**src/rtl/bus_arbiter.sv**
```systemverilog
// Registered shared-bus arbiter: fixed-priority or round-robin winner selection with
// owner lock hold, contention flag and saturating contention counter.
module bus_arbiter #(
  parameter int unsigned DATA_W = 8,
  parameter int unsigned N_SRC  = 5,
  parameter int unsigned MODE   = 0,
  parameter int unsigned CNT_W  = 8
) (
  input  logic                    clk_i,
  input  logic                    rst_i,
  input  logic [N_SRC-1:0]        req_i,
  input  logic [N_SRC-1:0]        lock_i,
  input  logic [N_SRC*DATA_W-1:0] data_i,
  input  logic                    clr_cnt_i,
  output logic [DATA_W-1:0]       bus_o,
  output logic                    bus_valid_o,
  output logic [N_SRC-1:0]        grant_o,
  output logic                    contention_o,
  output logic [CNT_W-1:0]        contention_cnt_o
);

  localparam int unsigned PTR_W = (N_SRC > 1) ? $clog2(N_SRC) : 1;

  logic [PTR_W-1:0]  ptr_q, ptr_d;
  logic [PTR_W-1:0]  own_idx, win_idx;
  logic              win_valid, hold, contended;
  logic [N_SRC-1:0]  grant_q, grant_d;
  logic [DATA_W-1:0] bus_q, bus_d;
  logic              valid_q;
  logic              cont_q;
  logic [CNT_W-1:0]  cnt_q, cnt_d;

  always_comb begin
    own_idx = '0;
    for (int i = 0; i < int'(N_SRC); i++) begin
      if (grant_q[i]) own_idx = PTR_W'(i);
    end
  end

  // grant_q is one-hot, so this is set only when the current owner still requests and locks.
  assign hold = |(grant_q & req_i & lock_i);

  always_comb begin
    win_valid = 1'b0;
    win_idx   = '0;
    if (hold) begin
      win_valid = 1'b1;
      win_idx   = own_idx;
    end else if (MODE == 0) begin
      for (int i = int'(N_SRC) - 1; i >= 0; i--) begin
        if (req_i[i]) begin
          win_valid = 1'b1;
          win_idx   = PTR_W'(i);
        end
      end
    end else begin
      // Descending scan so the last hit is the first set bit at or after ptr_q.
      for (int k = int'(N_SRC) - 1; k >= 0; k--) begin
        if (req_i[(int'(ptr_q) + k) % int'(N_SRC)]) begin
          win_valid = 1'b1;
          win_idx   = PTR_W'((int'(ptr_q) + k) % int'(N_SRC));
        end
      end
    end
  end

  // Clearing the lowest set bit leaves something only if two or more bits were set.
  assign contended = |(req_i & (req_i - N_SRC'(1)));

  always_comb begin
    grant_d = '0;
    for (int i = 0; i < int'(N_SRC); i++) begin
      grant_d[i] = win_valid && (win_idx == PTR_W'(i));
    end
  end

  always_comb begin
    bus_d = '0;
    if (win_valid) bus_d = data_i[int'(win_idx)*DATA_W +: DATA_W];
  end

  always_comb begin
    ptr_d = ptr_q;
    if (win_valid) begin
      ptr_d = (win_idx == PTR_W'(N_SRC - 1)) ? '0 : win_idx + PTR_W'(1);
    end
  end

  always_comb begin
    cnt_d = cnt_q;
    if (clr_cnt_i) begin
      cnt_d = '0;
    end else if (contended && (cnt_q != '1)) begin
      cnt_d = cnt_q + CNT_W'(1);
    end
  end

  always_ff @(posedge clk_i or posedge rst_i) begin
    if (rst_i) begin
      grant_q <= '0;
      bus_q   <= '0;
      valid_q <= 1'b0;
      cont_q  <= 1'b0;
      cnt_q   <= '0;
      ptr_q   <= '0;
    end else begin
      grant_q <= grant_d;
      bus_q   <= bus_d;
      valid_q <= win_valid;
      cont_q  <= contended;
      cnt_q   <= cnt_d;
      ptr_q   <= ptr_d;
    end
  end

  assign grant_o          = grant_q;
  assign bus_o            = bus_q;
  assign bus_valid_o      = valid_q;
  assign contention_o     = cont_q;
  assign contention_cnt_o = cnt_q;

endmodule

```
**config.mk**
```make
export PLATFORM = sky130hd
export DESIGN_NAME = bus_arbiter
export DESIGN_NICKNAME = d
export VERILOG_FILES = /design/src/rtl/bus_arbiter.sv
export SDC_FILE = /design/constraint.sdc
export NUM_CORES = 1
export LEC_CHECK = 0
export ABC_AREA = 0
export BUFFER_PORTS_ARGS = -buffer_cell sky130_fd_sc_hd__buf_2
export CELL_PAD_IN_SITES_DETAIL_PLACEMENT = 0
export CELL_PAD_IN_SITES_GLOBAL_PLACEMENT = 1
export CORE_MARGIN = 3
export CORE_UTILIZATION = 33
export CTS_BUF_LIST = sky130_fd_sc_hd__clkbuf_8
export CTS_CLUSTER_SIZE = 25
export DETAILED_ROUTE_END_ITERATION = 8
export MAX_ROUTING_LAYER = met4
export PLACE_DENSITY_LB_ADDON = 0.12
export SYNTH_ARGS = -nofsm -noshare
export SYNTH_HDL_FRONTEND = slang
export SYNTH_SLANG_ARGS = --single-unit
```
**constraint.sdc**
```tcl
create_clock -name clk_i -period 3.1 [get_ports clk_i]
set_clock_uncertainty 0.15 [all_clocks]
set_input_delay 0.775 -clock clk_i [delete_from_list [all_inputs] [get_ports clk_i]]
set_output_delay 0.775 -clock clk_i [all_outputs]
set_load 0.01 [all_outputs]
```
==> reports/metrics.yaml, run 1 <==
outcome:
  status: "finished, final reports clean"
routing:
  drtIter0Drc: 53
  drtPass1Iterations: 5
  totalWireLength_um: 4140
  drc: 0
  wire_per_inst_um: 14.5
  num_vias: 1530
  via_per_inst: 5.35
  antenna_left: 0
logic_synthesis:
  ys.flop_type: "dfrtp_1"
  async_flop_share_pct: 100
  synth_cells: 156
  synth_area_leaders: "dfrtp_1, nand3_1, o21ai_0"
  synth.distinct_cells: 44
  yosys.area.top_type_share_pct: 40.2
  synth_area_per_cell_um2: 9.18
  yosys_warnings: 0
  synth_edf_count: 0
  yosysMostFrequentCell: "dfrtp_1"
  synth_seq_cells: 23
  netlist_area_um2: 1430
  ys_seq_area_share_pct: 40.2
  yosysTopAreaCell: "dfrtp_1"
  synthTopCellsByCount: "dfrtp_1, nand3_1, o21ai_0, nand2_1, nor2_1"
  syn_nets: 210
timing:
  timing.final.crit_share_pct: 87.2
  worst_pin_slew_ps: 852
  period_minus_slack_ps: 2700
  finalHoldViolCount: 0
  clock.fmax_ghz: 0.370
  slew_violations: 0
  setup_viol: 0
  slew_headroom_pct: 43.2
  grt_setup_unrepaired: "false"
  finalSetupTns_ps: 0
min_path:
  hold_path_class: "flop to flop"
worst_setup_path:
  crit_arrival_ps: 2710
  slowest_stage: "or4_4"
  end_kind: "flop"
  cp.required_ps: 3100
  critPathKind: "primary input to flop"
  path_cells: "buf_2 -> and3_4 -> a31o_4 -> or4_4 -> nand2_8 -> mux4_1 -> a22o_2"
  max_stage_delay_ps: 560
  worstPathMaxFanout: 10
  startpoint_type: "primary input"
floorplanning:
  die_area_um2: 5170
  initial_core_util_pct: 35.1
  ios: 76
  rows: 23
  fp.dieW_um: 71.9
  core_area_um2: 4090
  die_h_um: 71.9
cells_and_area:
  area_growth_pct: 34.2
  fin_nets: 291
  drive_gt1_share_pct: 39.8
  n_antenna_cell: 0
  design_area_um2: 1920
job:
  drv_cap: 0
clocking:
  cts.sinks: 23
  cts-root-buf: "clkbuf_8"
  clock_latency_ps: 260
  hold_buffers: 0
  cts_made_buffers: 3
  path_clk_slew_ps: 80
  post_cts_buffers: 0
  cts_resized: 0
  cts_buffer_depth: 2
  cts_tree: "yes"
  htree_levels: 1
grt:
  grt_pass1_vias: 1412
  antenna_found_initial: 0
  grt_max_degree: 24
  grt_usage_pct: 16.0
  grt_overflow: 0
  grt_pass1_wl_um: 6380
power_and_ir_drop:
  power.density_nw_per_um2: 404
  irDropWorstVdd_uv: 140
  leakage_nw: 0.968
placement:
  placed_cell_area_um2: 1880
  dp.final_hpwl_um: 3330
  gp_congestion: 0.872
  port_buffers: 75
## power by group
group	switching (W)	internal, W
Combinational	0.000129	0.000115
Clock	0.0000892	0.0000882
Sequential	0.0000211	0.000334
## final cells by class
| cell class | instances | area (um^2) |
|---|---|---|
| well taps | 50 | 62.6 |
| fillers | 414 | 2160 |
| multi-input cells | 122 | 801 |
| repair buffers | 80 | 413 |
| flip-flops and latches | 23 | 576 |
| clock inverters | 1 | 3.75 |
| inverters | 7 | 26.3 |
| clock buffers | 3 | 41.3 |
## registers in the layout (all words and copies together) (netlist names)
register          flops
contention_cnt_o      8
bus_valid_o           1
contention_o          1
grant_o               5
bus_o                 8
## worst max-delay path: cells and delay by family
kind / cells / cell delay (ps)
AO/OA/AOI/OAI: 2 / 420
buffers and inverters: 1 / 100
multiplexers: 1 / 540
AND/OR/NAND/NOR: 3 / 860
## layer usage
metal | share of wire [%] | routed length [um] | vias up | global-route usage [%]
met3 | 7.4 | 306 | 4 | 1.52
li1 | - | - | 740 | -
met5 | 0 | 0 | - | -
met1 | 42 | 1730 | 721 | 20.0
met2 | 50 | 2070 | 65 | 26.3
met4 | 0.87 | 36 | 0 | 6.89
## placed cells by master, fill, tap and decap left out, drive strengths merged, types with 3 or more instances in the layout
cell type	n
clkbuf	3
nor3	6
nand3	19
nor2	12
dfrtp	23
nand2	13
inv	8
a21oi	4
buf	80
a31oi	3
xor2	5
and3	10
o31ai	5
nor4	3
o21ai	13
## cells by family after synthesis
kind of cell	Yosys count	share of synthesized area [%]
and+or+nand+nor	76	29.2
AOI/OAI and AO/OA	36	17.8
DFF	23	40.2
buffers and inverters	11	3.93
xor gates and xnor gates	6	3.67
muxes	2	3.67
adders and majority gates	2	1.57
## per-stage QoR
stage               std cells  hold slack (ps)  power, W  utilization [%]  setup WS (ps)
floorplan                 156              435  0.000502                -            207
global placement          282              392  0.000600             46.0            142
detailed placement        282              408  0.000607             46.0            115
CTS                       286              427  0.000788             47.1            392
global route              286              476  0.000828             47.1            347
finish                    286              417  0.000778             47.1            396
## final timing paths
| path | start | slack [ps] | to | cells past startpoint |
|---|---|---|---|---|
| setup / recovery | lock_i[1] | 400 | bus_o[7] | 7 |
| hold / removal | contention_cnt_o[4] | 420 | contention_cnt_o[4] | 2 |
| setup reg to reg | grant_o[1] | 580 | bus_o[7] | 6 |
| hold reg to reg | contention_cnt_o[4] | 420 | contention_cnt_o[4] | 2 |
| max in group asynchronous | rst_i | 1750 | grant_o[2] | 2 |
| min in group asynchronous | rst_i | 530 | bus_o[3] | 2 |
Note: power is estimated with default switching activity, not from simulation.
==> run 2: changes to the inputs <==
==> constraint.sdc (replaced) <==
create_clock -name clk_i -period 3.1 [get_ports clk_i]
set_clock_uncertainty 0.15 [all_clocks]
set_input_delay 0.31 -clock clk_i [delete_from_list [all_inputs] [get_ports clk_i]]
set_output_delay 0.31 -clock clk_i [all_outputs]
set_load 0.01 [all_outputs]
==> run 2 against run 1 <==
Die area is the same; register-to-register slack worse by 50 ps; count of clock-buffer cells in the layout did not move; sequential share of layout area increased by 0.47 points; clock power is 3% higher; core utilization decreased by 0.73 points; flip-flop and latch count unchanged.
==> reports/metrics.yaml, run 2 (synthesized netlist as in run 1, its figures left out) <==
placement:
  port_buffers: 75  # unchanged
  gp_congestion: 0.890  # was 0.872
  dp.final_hpwl_um: 3400  # was 3330 um
job:
  drv_cap: 0  # unchanged
routing:
  drtPass1Iterations: 4  # was 5
  dr_wl_met2_um: 2110  # was 2070 um
  dr_wl_met3_um: 290  # was 306 um
  via_per_inst: 5.28  # was 5.35
  drc: 0  # unchanged
  totalWireLength_um: 4200  # was 4140 um
  drtIter0Drc: 96  # was 53
  antenna_left: 0  # unchanged
  wire_per_inst_um: 14.9  # was 14.5 um
  num_vias: 1490  # was 1530
  top_layer_used: "met4"  # unchanged
  drt-met1-wl_um: 1740  # was 1730 um
floorplanning:
  die_h_um: 71.9  # unchanged
  rows: 23  # unchanged
  initial_core_util_pct: 35.1  # unchanged
  ios: 76  # unchanged
  core_area_um2: 4090  # unchanged
  die_area_um2: 5170  # unchanged
  fp.dieW_um: 71.9  # unchanged
grt:
  antenna_found_initial: 0  # unchanged
  grt_pass1_vias: 1486  # was 1412
  grt_usage_pct: 16.9  # was 16.0%
  grt_max_degree: 24  # unchanged
  grt_overflow: 0  # unchanged
  grt_pass1_wl_um: 6710  # was 6380 um
timing:
  clock.fmax_ghz: 0.389  # was 0.370 GHz
  timing.final.crit_share_pct: 82.9  # was 87.2%
  finalHoldViolCount: 0  # unchanged
  period_minus_slack_ps: 2570  # was 2700 ps
  finalSetupTns_ps: 0  # unchanged
  grt_setup_unrepaired: "false"  # unchanged
  setup_viol: 0  # unchanged
  hold-worst-slack_ps: 57.7  # was 417 ps
  worst_pin_slew_ps: 851  # was 852 ps
  slew_violations: 0  # unchanged
  slew_headroom_pct: 43.2  # about the same
cells_and_area:
  n_antenna_cell: 0  # unchanged
  area_growth_pct: 32.1  # was 34.2%
  final_core_util_pct: 46.3  # was 47.1%
  final_common_cell: "buf_2"  # unchanged
  fin_nets: 287  # was 291
  drive_gt1_share_pct: 38.8  # was 39.8%
  fillers: 412  # was 414
  final_cell_mix: "buf_2, dfrtp_1, nand3_1"  # unchanged
min_path:
  hold_path_class: "primary input to asynchronous set/reset pin"  # was flop to flop
worst_setup_path:
  critPathKind: "flop to flop"  # was primary input to flop
  max_stage_delay_ps: 590  # was 560 ps
  r2r_start: "grant_o[1]"  # unchanged
  slowest_stage: "or4_4"  # unchanged
  cp.required_ps: 3110  # was 3100 ps
  end_kind: "flop"  # unchanged
  worstPathMaxFanout: 10  # unchanged
  path_cells: "and3_4 -> a31o_4 -> or4_4 -> nand2_8 -> mux4_1 -> a22o_2"  # was buf_2 -> and3_4 -> a31o_4 -> or4_4 -> nand2_8 -> mux4_1 -> a22o_2
  startpoint_type: "flop"  # was primary input
  ff2ff_path_depth: 6  # unchanged
  crit_arrival_ps: 2570  # was 2710 ps
  r2r-end: "bus_o[7]"  # unchanged
  r2r_slack_ps: 530  # was 580 ps
clocking:
  cts-root-buf: "clkbuf_8"  # unchanged
  htree_levels: 1  # unchanged
  clock_latency_ps: 260  # about the same
  cts_resized: 0  # unchanged
  cts.sinks: 23  # unchanged
  cts_made_buffers: 3  # unchanged
  path_clk_slew_ps: 80  # about the same
  hold_buffers: 0  # unchanged
  cts_tree: "yes"  # unchanged
  post_cts_buffers: 0  # unchanged
  cts_buffer_depth: 2  # unchanged
power_and_ir_drop:
  irDropWorstVdd_uv: 136  # was 140 uV
  leakage_nw: 0.948  # was 0.968 nW
  power.density_nw_per_um2: 409  # was 404 nW/um^2
outcome:
  status: "finished, final reports clean"  # unchanged
-- run 2: changes by cell type in the layout (fill, tap and decap cells not counted), sizes merged --
cell	before	now
buf	80	76
-- run 2: worst max path at each step --
stage,to,depth (start not counted),startpoint
floorplan,bus_o[7],7,grant_o[1]
global placement,bus_o[7],7,req_i[1]
detailed placement,bus_o[7],7,req_i[1]
CTS,bus_o[7],6,grant_o[1]
global route,bus_o[7],6,grant_o[1]
finish,bus_o[7],6,grant_o[1]
-- run 2: per-layer routing --
| metal | vias up | GRT usage, % |
|---|---|---|
| met1 | 695 | 21.2 |
| met3 | 4 | 1.66 |
| met2 | 59 | 28.0 |
| li1 | 732 | - |
| met5 | - | - |
| met4 | 0 | 6.68 |
-- run 2: where the power goes --
part | total, W | internal (W) | switching, W
Sequential | 0.000355 | 0.000334 | 0.0000207
Clock | 0.000182 | 0.0000885 | 0.0000940
Combinational | 0.000237 | 0.000111 | 0.000126
Total | 0.000775 | 0.000534 | 0.000241
-- run 2: cell type report --
cell class / count / area (um^2) / area share [%]
Multi-Input combinational cell: 122 / 801 / 42.3
Tap cell: 50 / 62.6 / 3.30
Inverter: 7 / 26.3 / 1.39
Sequential cell: 23 / 576 / 30.4
Timing Repair Buffer: 76 / 383 / 20.2
Clock inverter: 1 / 3.75 / 0.198
Clock buffer: 3 / 41.3 / 2.18
-- run 2: through the flow --
stage	instance area, um^2	std cells	total power (W)	setup slack [ps]
finish	1890	282	0.000775	531
global route	1890	282	0.000827	457
CTS	1890	282	0.000783	531
detailed placement	1850	278	0.000602	486
global placement	1850	278	0.000595	519
floorplan	1430	156	0.000502	569
-- run 2: worst max-delay path: cells and delay by family, from the launching register on --
| kind | cells | cell delay (ps) |
|---|---|---|
| flip-flops | 1 | 420 |
| multiplexers | 1 | 540 |
| AND/OR/NAND/NOR | 3 | 900 |
| AO/OA/AOI/OAI | 2 | 430 |
==> run 3: changes to the inputs <==
==> constraint.sdc (replaced) <==
create_clock -name clk_i -period 2.4 [get_ports clk_i]
set_clock_uncertainty 0.15 [all_clocks]
set_input_delay 0.24 -clock clk_i [delete_from_list [all_inputs] [get_ports clk_i]]
set_output_delay 0.24 -clock clk_i [all_outputs]
set_load 0.01 [all_outputs]
==> run 3 against run 2 <==
The run now ends with negative hold slack left; fmax rose by 9.0%; non-clock buffer count rose by 12; critical path depth stayed put; combinational power increased by 45%; largest power group unchanged.
==> reports/metrics.yaml, run 3 (synthesized netlist as in run 1, its figures left out) <==
outcome:
  status: "complete, but fails checks"  # was finished, final reports clean
  violations: "negative hold slack"
routing:
  antenna_left: 0  # unchanged
  totalWireLength_um: 4260  # was 4200 um
  drtPass1Iterations: 4  # unchanged
  num_vias: 1523  # was 1490
  drc: 0  # unchanged
  drtIter0Drc: 50  # was 96
  wire_per_inst_um: 14.5  # was 14.9 um
  via_per_inst: 5.18  # was 5.28
grt:
  grt_max_degree: 24  # unchanged
  grt_overflow: 0  # unchanged
  grt_pass1_vias: 1470  # was 1486
  grt_usage_pct: 16.8  # was 16.9%
  antenna_found_initial: 0  # unchanged
  grt_pass1_wl_um: 6830  # was 6710 um
clocking:
  htree_levels: 1  # unchanged
  cts_buffer_depth: 2  # unchanged
  clock_latency_ps: 260  # about the same
  cts-root-buf: "clkbuf_8"  # unchanged
  cts_tree: "yes"  # unchanged
  cts_made_buffers: 3  # unchanged
  cts.sinks: 23  # unchanged
  path_clk_slew_ps: 90  # was 80 ps
placement:
  port_buffers: 75  # unchanged
  dp.final_hpwl_um: 3420  # was 3400 um
  post-place-cells: 289  # was 278
  placed_cell_area_um2: 1920  # was 1850 um^2
  gp_congestion: 0.875  # was 0.890
power_and_ir_drop:
  switching_share_pct: 31.5  # was 31.1%
  irDropWorstVdd_uv: 257  # was 136 uV
  p_int_w: 0.000714  # was 0.000534 W
  power.density_nw_per_um2: 524  # was 409 nW/um^2
  pwr-share-clk_pct: 23.3  # was 23.5%
  pwr-share-seq_pct: 43.8  # was 45.8%
  p_switching_w: 0.000329  # was 0.000241 W
  leakage_nw: 0.999  # was 0.948 nW
  pwr-share-comb_pct: 32.9  # was 30.6%
timing:
  setup_viol: 0  # unchanged
  grt_setup_unrepaired: "true"  # was false
  clock.fmax_ghz: 0.424  # was 0.389 GHz
  finalSetupTns_ps: 0  # unchanged
  timing.final.crit_share_pct: 98.2  # was 82.9%
  slew_violations: 0  # unchanged
  slew_headroom_pct: 41.5  # was 43.2%
  worst_pin_slew_ps: 877  # was 851 ps
  hold-worst-slack_ps: -2.33  # was 57.7 ps
  period_minus_slack_ps: 2360  # was 2570 ps
  finalHoldViolCount: 7  # was 0
worst_setup_path:
  crit_arrival_ps: 2370  # was 2570 ps
  r2r-end: "bus_o[7]"  # unchanged
  end_kind: "flop"  # unchanged
  cp.required_ps: 2410  # was 3110 ps
  critPathKind: "flop to flop"  # unchanged
  r2r_start: "grant_o[1]"  # unchanged
  r2r_slack_ps: 40  # was 530 ps
  startpoint_type: "flop"  # unchanged
  ff2ff_path_depth: 6  # unchanged
  worstPathMaxFanout: 3  # was 10
cells_and_area:
  instances_no_fill: 294  # was 282
  final_core_util_pct: 48.7  # was 46.3%
  fin_nets: 299  # was 287
  n_antenna_cell: 0  # unchanged
  drive_gt1_share_pct: 43.4  # was 38.8%
  design_area_um2: 1990  # was 1890 um^2
  final_cell_mix: "buf_2, dfrtp_1, nand3_1"  # unchanged
  area_growth_pct: 38.9  # was 32.1%
  final_common_cell: "buf_2"  # unchanged
  fillers: 413  # was 412
floorplanning:
  ios: 76  # unchanged
  die_h_um: 71.9  # unchanged
  fp.dieW_um: 71.9  # unchanged
  core_area_um2: 4090  # unchanged
  initial_core_util_pct: 35.1  # unchanged
  rows: 23  # unchanged
  die_area_um2: 5170  # unchanged
min_path:
  hold_path_class: "primary input to asynchronous set/reset pin"  # unchanged
job:
  drv_cap: 0  # unchanged
run 3: worst max-delay path by stage:
stage	cells past startpoint	startpoint	slack, ps	end
2_1_floorplan	7	grant_o[1]	-80	bus_o[7]
3_3_place_gp	6	grant_o[1]	70	bus_o[7]
3_5_place_dp	6	grant_o[1]	40	bus_o[7]
4_1_cts	6	grant_o[1]	30	bus_o[7]
5_1_grt	6	grant_o[1]	-20	bus_o[7]
6_report	6	grant_o[1]	40	bus_o[7]
run 3: layout make-up:
| class | count | area, um^2 | area share, % |
|---|---|---|---|
| well taps | 50 | 62.6 | 3.14 |
| flip-flops and latches | 23 | 576 | 28.9 |
| clock inverters | 1 | 5.00 | 0.252 |
| multi-input cells | 122 | 806 | 40.5 |
| repair buffers | 88 | 473 | 23.8 |
| clock buffers | 3 | 41.3 | 2.08 |
| inverters | 7 | 26.3 | 1.32 |
run 3: metrics by stage:
stage          total power, W  setup slack (ps)
2_1_floorplan        0.000649             -76.8
3_3_place_gp         0.000800              69.2
3_5_place_dp         0.000805              43.1
4_1_cts               0.00105              32.5
5_1_grt               0.00112             -16.3
6_report              0.00104              42.5
run 3: metal layers:
layer | wire [um] | up-vias | GRT usage, %
met5 | 0 | - | -
met4 | 50 | 0 | 4.59
met3 | 238 | 4 | 1.80
met2 | 2020 | 53 | 26.7
met1 | 1950 | 713 | 22.8
li1 | - | 753 | -
run 3: power groups by stage:
stage	Clock [W]	Combinational (W)	Sequential [W]
global placement	0	0.000336	0.000464
floorplan	0	0.000163	0.000486
CTS	0.000250	0.000341	0.000456
finish	0.000243	0.000343	0.000457
detailed placement	0	0.000341	0.000464
global route	0.000274	0.000380	0.000463
run 3: repair_timing:
item                       CTS  global route
setup endpoints to repair    0             6
hold buffers                 0             0
gates resized for setup      0             2
setup buffers                0             1
run 3: critical path: stages (launching register included):
cell and delay [ps]:
dfrtp_1 390, and3_4 180, a31o_4 210, or4_4 530, nand2_8 90, mux4_2 480
a22o_2 230
